$ cat src/rtl/map_access_arbiter.sv
// Arbitrates the single-port tile-map RAM between the video prefetcher and game logic.
// Video has priority, but a game request that has waited GM_MAX_WAIT cycles wins once.
module map_access_arbiter #(
   parameter int          MAP_W       = 28,
   parameter int          MAP_H       = 31,
   parameter int          TXW         = 5,
   parameter int          TYW         = 5,
   parameter int          AW          = 10,
   parameter logic [3:0]  OOR_CODE    = 4'hF,
   parameter int          GM_MAX_WAIT = 16
) (
   input  logic           clk,
   input  logic           rst,
   input  logic           vid_req,
   input  logic [TXW-1:0] vid_tx,
   input  logic [TYW-1:0] vid_ty,
   output logic           vid_gnt,
   output logic           vid_valid,
   output logic [3:0]     vid_code,
   input  logic           gm_req,
   input  logic           gm_we,
   input  logic [TXW-1:0] gm_tx,
   input  logic [TYW-1:0] gm_ty,
   input  logic [3:0]     gm_wdata,
   output logic           gm_gnt,
   output logic           gm_rvalid,
   output logic [3:0]     gm_rdata,
   output logic           ram_en,
   output logic           ram_we,
   output logic [AW-1:0]  ram_addr,
   output logic [3:0]     ram_wdata,
   input  logic [3:0]     ram_rdata
);

   localparam int             WCW     = $clog2(GM_MAX_WAIT + 1);
   localparam logic [WCW-1:0] WAIT_MAX = WCW'(GM_MAX_WAIT);
   localparam logic [TXW-1:0] TX_LIM  = TXW'(MAP_W);
   localparam logic [TYW-1:0] TY_LIM  = TYW'(MAP_H);
   localparam logic [AW-1:0]  ROW_LEN = AW'(MAP_W);

   logic [WCW-1:0] wait_q, wait_d;
   logic           gm_wins;
   logic [TXW-1:0] win_tx;
   logic [TYW-1:0] win_ty;
   logic           win_we;
   logic [3:0]     win_wdata;
   logic           win_oor;
   logic [AW-1:0]  win_addr;
   logic           any_gnt;
   logic           access;
   logic           rd_tag;

   // Pipeline tags: stage 1 lines up with the RAM strobe, stage 2 with ram_rdata.
   logic s1_vld_q, s1_gm_q, s1_oor_q;
   logic s2_vld_q, s2_gm_q, s2_oor_q;

   logic          ram_en_q, ram_we_q;
   logic [AW-1:0] ram_addr_q;
   logic [3:0]    ram_wdata_q;
   logic          vid_valid_q, gm_rvalid_q;
   logic [3:0]    vid_code_q, gm_rdata_q;

   assign gm_wins = gm_req && (!vid_req || (wait_q == WAIT_MAX));

   // NOTE: every signal assigned in always_comb gets a default first, so no path can infer a latch.
   always_comb begin
      gm_gnt    = 1'b0;
      vid_gnt   = 1'b0;
      win_tx    = vid_tx;
      win_ty    = vid_ty;
      win_we    = 1'b0;
      win_wdata = gm_wdata;
      if (!rst) begin
         gm_gnt  = gm_wins;
         vid_gnt = vid_req && !gm_wins;
      end
      if (gm_gnt) begin
         win_tx = gm_tx;
         win_ty = gm_ty;
         win_we = gm_we;
      end
      win_oor  = (win_tx >= TX_LIM) || (win_ty >= TY_LIM);
      win_addr = AW'(win_ty) * ROW_LEN + AW'(win_tx);
      any_gnt  = vid_gnt || gm_gnt;
      access   = any_gnt && !win_oor;
      rd_tag   = any_gnt && !win_we;

      wait_d = wait_q;
      if (!gm_req || gm_gnt) begin
         wait_d = '0;
      end else if (wait_q != WAIT_MAX) begin
         wait_d = wait_q + 1'b1;
      end
   end

   // NOTE: sequential state uses non-blocking assignments so every register samples pre-edge values.
   always_ff @(posedge clk) begin
      if (rst) begin
         wait_q      <= '0;
         ram_en_q    <= 1'b0;
         ram_we_q    <= 1'b0;
         ram_addr_q  <= '0;
         ram_wdata_q <= '0;
         s1_vld_q    <= 1'b0;
         s1_gm_q     <= 1'b0;
         s1_oor_q    <= 1'b0;
         s2_vld_q    <= 1'b0;
         s2_gm_q     <= 1'b0;
         s2_oor_q    <= 1'b0;
         vid_valid_q <= 1'b0;
         vid_code_q  <= '0;
         gm_rvalid_q <= 1'b0;
         gm_rdata_q  <= '0;
      end else begin
         wait_q   <= wait_d;
         ram_en_q <= access;
         ram_we_q <= access && win_we;
         if (access) begin
            ram_addr_q  <= win_addr;
            ram_wdata_q <= win_wdata;
         end
         s1_vld_q <= rd_tag;
         s1_gm_q  <= gm_gnt;
         s1_oor_q <= win_oor;
         s2_vld_q <= s1_vld_q;
         s2_gm_q  <= s1_gm_q;
         s2_oor_q <= s1_oor_q;
         // Out-of-range reads never touched the RAM, so their code is substituted here.
         vid_valid_q <= s2_vld_q && !s2_gm_q;
         gm_rvalid_q <= s2_vld_q && s2_gm_q;
         if (s2_vld_q && !s2_gm_q) begin
            vid_code_q <= s2_oor_q ? OOR_CODE : ram_rdata;
         end
         if (s2_vld_q && s2_gm_q) begin
            gm_rdata_q <= s2_oor_q ? OOR_CODE : ram_rdata;
         end
      end
   end

   assign ram_en    = ram_en_q;
   assign ram_we    = ram_we_q;
   assign ram_addr  = ram_addr_q;
   assign ram_wdata = ram_wdata_q;
   assign vid_valid = vid_valid_q;
   assign vid_code  = vid_code_q;
   assign gm_rvalid = gm_rvalid_q;
   assign gm_rdata  = gm_rdata_q;

endmodule

$ cat config.mk
export PLATFORM = sky130hd
export DESIGN_NAME = map_access_arbiter
export DESIGN_NICKNAME = d
export VERILOG_FILES = /design/src/rtl/map_access_arbiter.sv
export SDC_FILE = /design/constraint.sdc
export NUM_CORES = 1
export LEC_CHECK = 0
export BUFFER_PORTS_ARGS = -buffer_cell sky130_fd_sc_hd__buf_2
export CAP_MARGIN = 20
export CORE_UTILIZATION = 34
export DETAILED_ROUTE_END_ITERATION = 12
export PLACE_DENSITY = 0.58
export SYNTH_ARGS = -nofsm -noshare
export SYNTH_HDL_FRONTEND = slang
export SYNTH_SLANG_ARGS = --single-unit
$ cat constraint.sdc
create_clock -name clk -period 5.6 [get_ports clk]
set_input_delay 0.56 -clock clk [delete_from_list [all_inputs] [get_ports clk]]
set_output_delay 0.56 -clock clk [all_outputs]
set_load 0.1 [all_outputs]
==> impl_metrics.csv <==
group,metric,value,unit
run_status,status,"finished, final reports clean",
layout,drive_gt1_share,28.9,%
power_and_ir_drop,p_per_area,324,nW/µm²
layout,syn2layout_area_growth,20.8,%
timing,finalClockSkew,6.44,ps
worst_setup_path,critPathCaptureType,"flop",
logic_synthesis,synth-seq-cells,37,
timing,fin_setup_tns,0,ps
drt,drc,0,
worst_setup_path,worst_setup_path_start_kind,"input port",
logic_synthesis,ys_types,44,
place,dp_hpwl,3190,µm
place,pre_cts_ws,1350,ps
logic_synthesis,yosys.area.top_type_share,36.1,%
worst_setup_path,crit_chain,"buf_2 > nand2b_1 > a21oi_2 > buf_4 > o21ai_0 > ha_1 > ha_1 > fa_1 > a21o_1 > a21oi_1 > xnor2_1 > nor4bb_1 > xor2_1 > o21ai_1",
worst_setup_path,critical_path_class,"input port to flop",
clocking,postCtsSetupBuffers,0,
logic_synthesis,syn_nets,268,
clocking,cts_resized,0,
layout,fillers,599,
global_route,grt_pass1_vias,1575,
timing,drv_slew,0,
clocking,cts.path.max_buffers,2,
layout,antenna_cells,0,
flow_run,drv_cap,0,
floorplan,die_height,79.6,µm
floorplan,die_w,79.6,µm
logic_synthesis,syn_avg_cell_area,9.36,µm²
floorplan,initial_core_util,36.3,%
global_route,gr-total-overflow,0,
layout,multi_input_area,1220,µm²
clocking,clkLatencyLatePin,280,ps
worst_setup_path,cp_top_family,"adder cells",
floorplan,core_area,5640,µm²
logic_synthesis,synth_ff_type,"dfxtp_1",
logic_synthesis,yosysWarnings,0,
timing,rsz0062_at_grt,"false",
timing,worst_pin_slew,756,ps
worst_setup_path,cp_max_fo,32,
logic_synthesis,yosys.area.top_type,"dfxtp_1",
logic_synthesis,synth_area_leaders,"dfxtp_1 (36%), ha_1 (8.5%), mux2i_1 (6.8%)",
power_and_ir_drop,cellLeakagePower,1.14,nW
worst_setup_path,slowest_delay,460,ps
logic_synthesis,syn_inst,219,
drt,wire_per_inst,11.7,µm
global_route,grt_pass1_wl,7000,µm
place,gp_congestion,0.851,
clocking,cts-root-buf,"clkbuf_8",
logic_synthesis,synth_seq_area_share,36.1,%
clocking,cts_buffers,5,
timing,fin_crit,3880,ps
worst_setup_path,cp.arrival,4020,ps
hold_path,hold_class,"flop to flop",
floorplan,rows,27,
drt,antenna_left,0,
power_and_ir_drop,vdd_drop_max,118,µV
clocking,hold_buffers,0,
timing,slew_headroom,49.6,%
worst_setup_path,path_common_cell,"ha_1",
logic_synthesis,synth_common_cells,"dfxtp_1 (37), nor2_1 (33), ha_1 (14), mux2i_1 (14), xor2_1 (10)",
drt,viasPerCell,4.83,
layout,register_area,741,µm²
logic_synthesis,synth_edf_count,0,
layout,final_area,2480,µm²
floorplan,die_area,6340,µm²
worst_setup_path,critical_path_required,5740,ps
layout,nNetsFinal,325,
place,place_area,2390,µm²
floorplan,ios,61,
drt,firstDrtPassIters,4,
drt,routed_wirelength,4100,µm
timing,setup_viol,0,
place,port_buffers,60,
clocking,cts_htree_levels,2,
worst_setup_path,crit_slowest_cell,"fa_1",
clocking,path_clk_slew,70,ps
timing,fmax,258,MHz
timing,hold_viol,0,
timing,period_share,69.2,%
clocking,cts_tree,"built",
global_route,antenna_found_initial,0,
worst_setup_path,cp_num_buf_inv,2,
timing,setup_slack,1720,ps
drt,drtIter0Drc,48,
logic_synthesis,synth_most_common_cell,"dfxtp_1",
worst_setup_path,ff2ff_setup_slack,1810,ps
drt,vias,1686,
logic_synthesis,syn-cell-area,2050,µm²
global_route,grt_max_degree,33,
global_route,track_usage,14.2,%
clocking,clkSinkCount,37,
logic_synthesis,async_flop_share,0,%
## worst paths after layout
check             startpoint          end  depth (start not counted)
setup / recovery         rst  ram_addr[9]                         14
hold / removal      s1_oor_q     s2_oor_q                          1
setup reg to reg   wait_q[0]  ram_addr[9]                         15
hold reg to reg     s1_oor_q     s2_oor_q                          1
## flip-flops by register name, indices dropped and copies added, names as in the netlist, 4 cells and up
signal and flops:
gm_rdata 4, ram_addr 10, ram_wdata 4, wait_q 5
vid_code 4
## cell usage in the layout (no fill, tap or decap), types with 3 or more instances in the layout
| cell | instances |
|---|---|
| a211oi_1 | 9 |
| a211oi_2 | 3 |
| a21oi_1 | 7 |
| buf_2 | 60 |
| clkbuf_8 | 5 |
| dfxtp_1 | 37 |
| ha_1 | 14 |
| inv_1 | 8 |
| mux2_2 | 3 |
| mux2i_1 | 14 |
| nand2_1 | 6 |
| nand3_1 | 7 |
| nand3b_1 | 3 |
| nor2_1 | 33 |
| nor2b_1 | 9 |
| o21ai_0 | 3 |
| o21ai_1 | 3 |
| xnor2_1 | 7 |
| xor2_1 | 10 |
## per-stage QoR
step	power, mW	utilization [%]	hold slack [ps]	cells
2_1_floorplan	0.579	-	414	219
3_3_place_gp	0.636	42.4	421	341
3_5_place_dp	0.637	42.4	426	341
4_1_cts	0.817	43.9	445	349
5_1_grt	0.856	43.9	458	349
6_report	0.802	43.9	438	349
## report_power, final
group / switching (mW) / internal (mW) / total (mW)
combinational: 0.238 / 0.0960 / 0.334
clock: 0.0883 / 0.0861 / 0.174
sequential: 0.00951 / 0.284 / 0.294
## metal layers
| metal | share of wire (%) | global-route usage, % | vias up |
|---|---|---|---|
| li1 | - | - | 875 |
| met1 | 48 | 18.4 | 758 |
| met2 | 45 | 22.6 | 48 |
| met3 | 5.3 | 3.20 | 5 |
| met4 | 1.4 | 5.45 | 0 |
| met5 | 0 | 0 | - |
## cell type report
| type | instances | area share [%] |
|---|---|---|
| Clock inverter | 2 | 0.404 |
| Tap cell | 72 | 3.64 |
| Timing Repair Buffer | 61 | 12.4 |
| Multi-Input combinational cell | 162 | 49.3 |
| Inverter | 9 | 1.36 |
| Clock buffer | 6 | 2.93 |
| Sequential cell | 37 | 29.9 |
## logic make-up (layout without fill, tap and decap cells)
| kind of cell | Yosys count | after routing | share of synthesized area [%] |
|---|---|---|---|
| buf+inv | 20 | 78 | 4.46 |
| mux | 17 | 17 | 8.49 |
| compound gates | 38 | 38 | 13.7 |
| xor+xnor | 17 | 17 | 7.26 |
| fa+ha+maj | 16 | 16 | 10.5 |
| flops | 37 | 37 | 36.1 |
| simple gates | 74 | 74 | 19.5 |
Note: power is estimated with default switching activity, not from simulation.
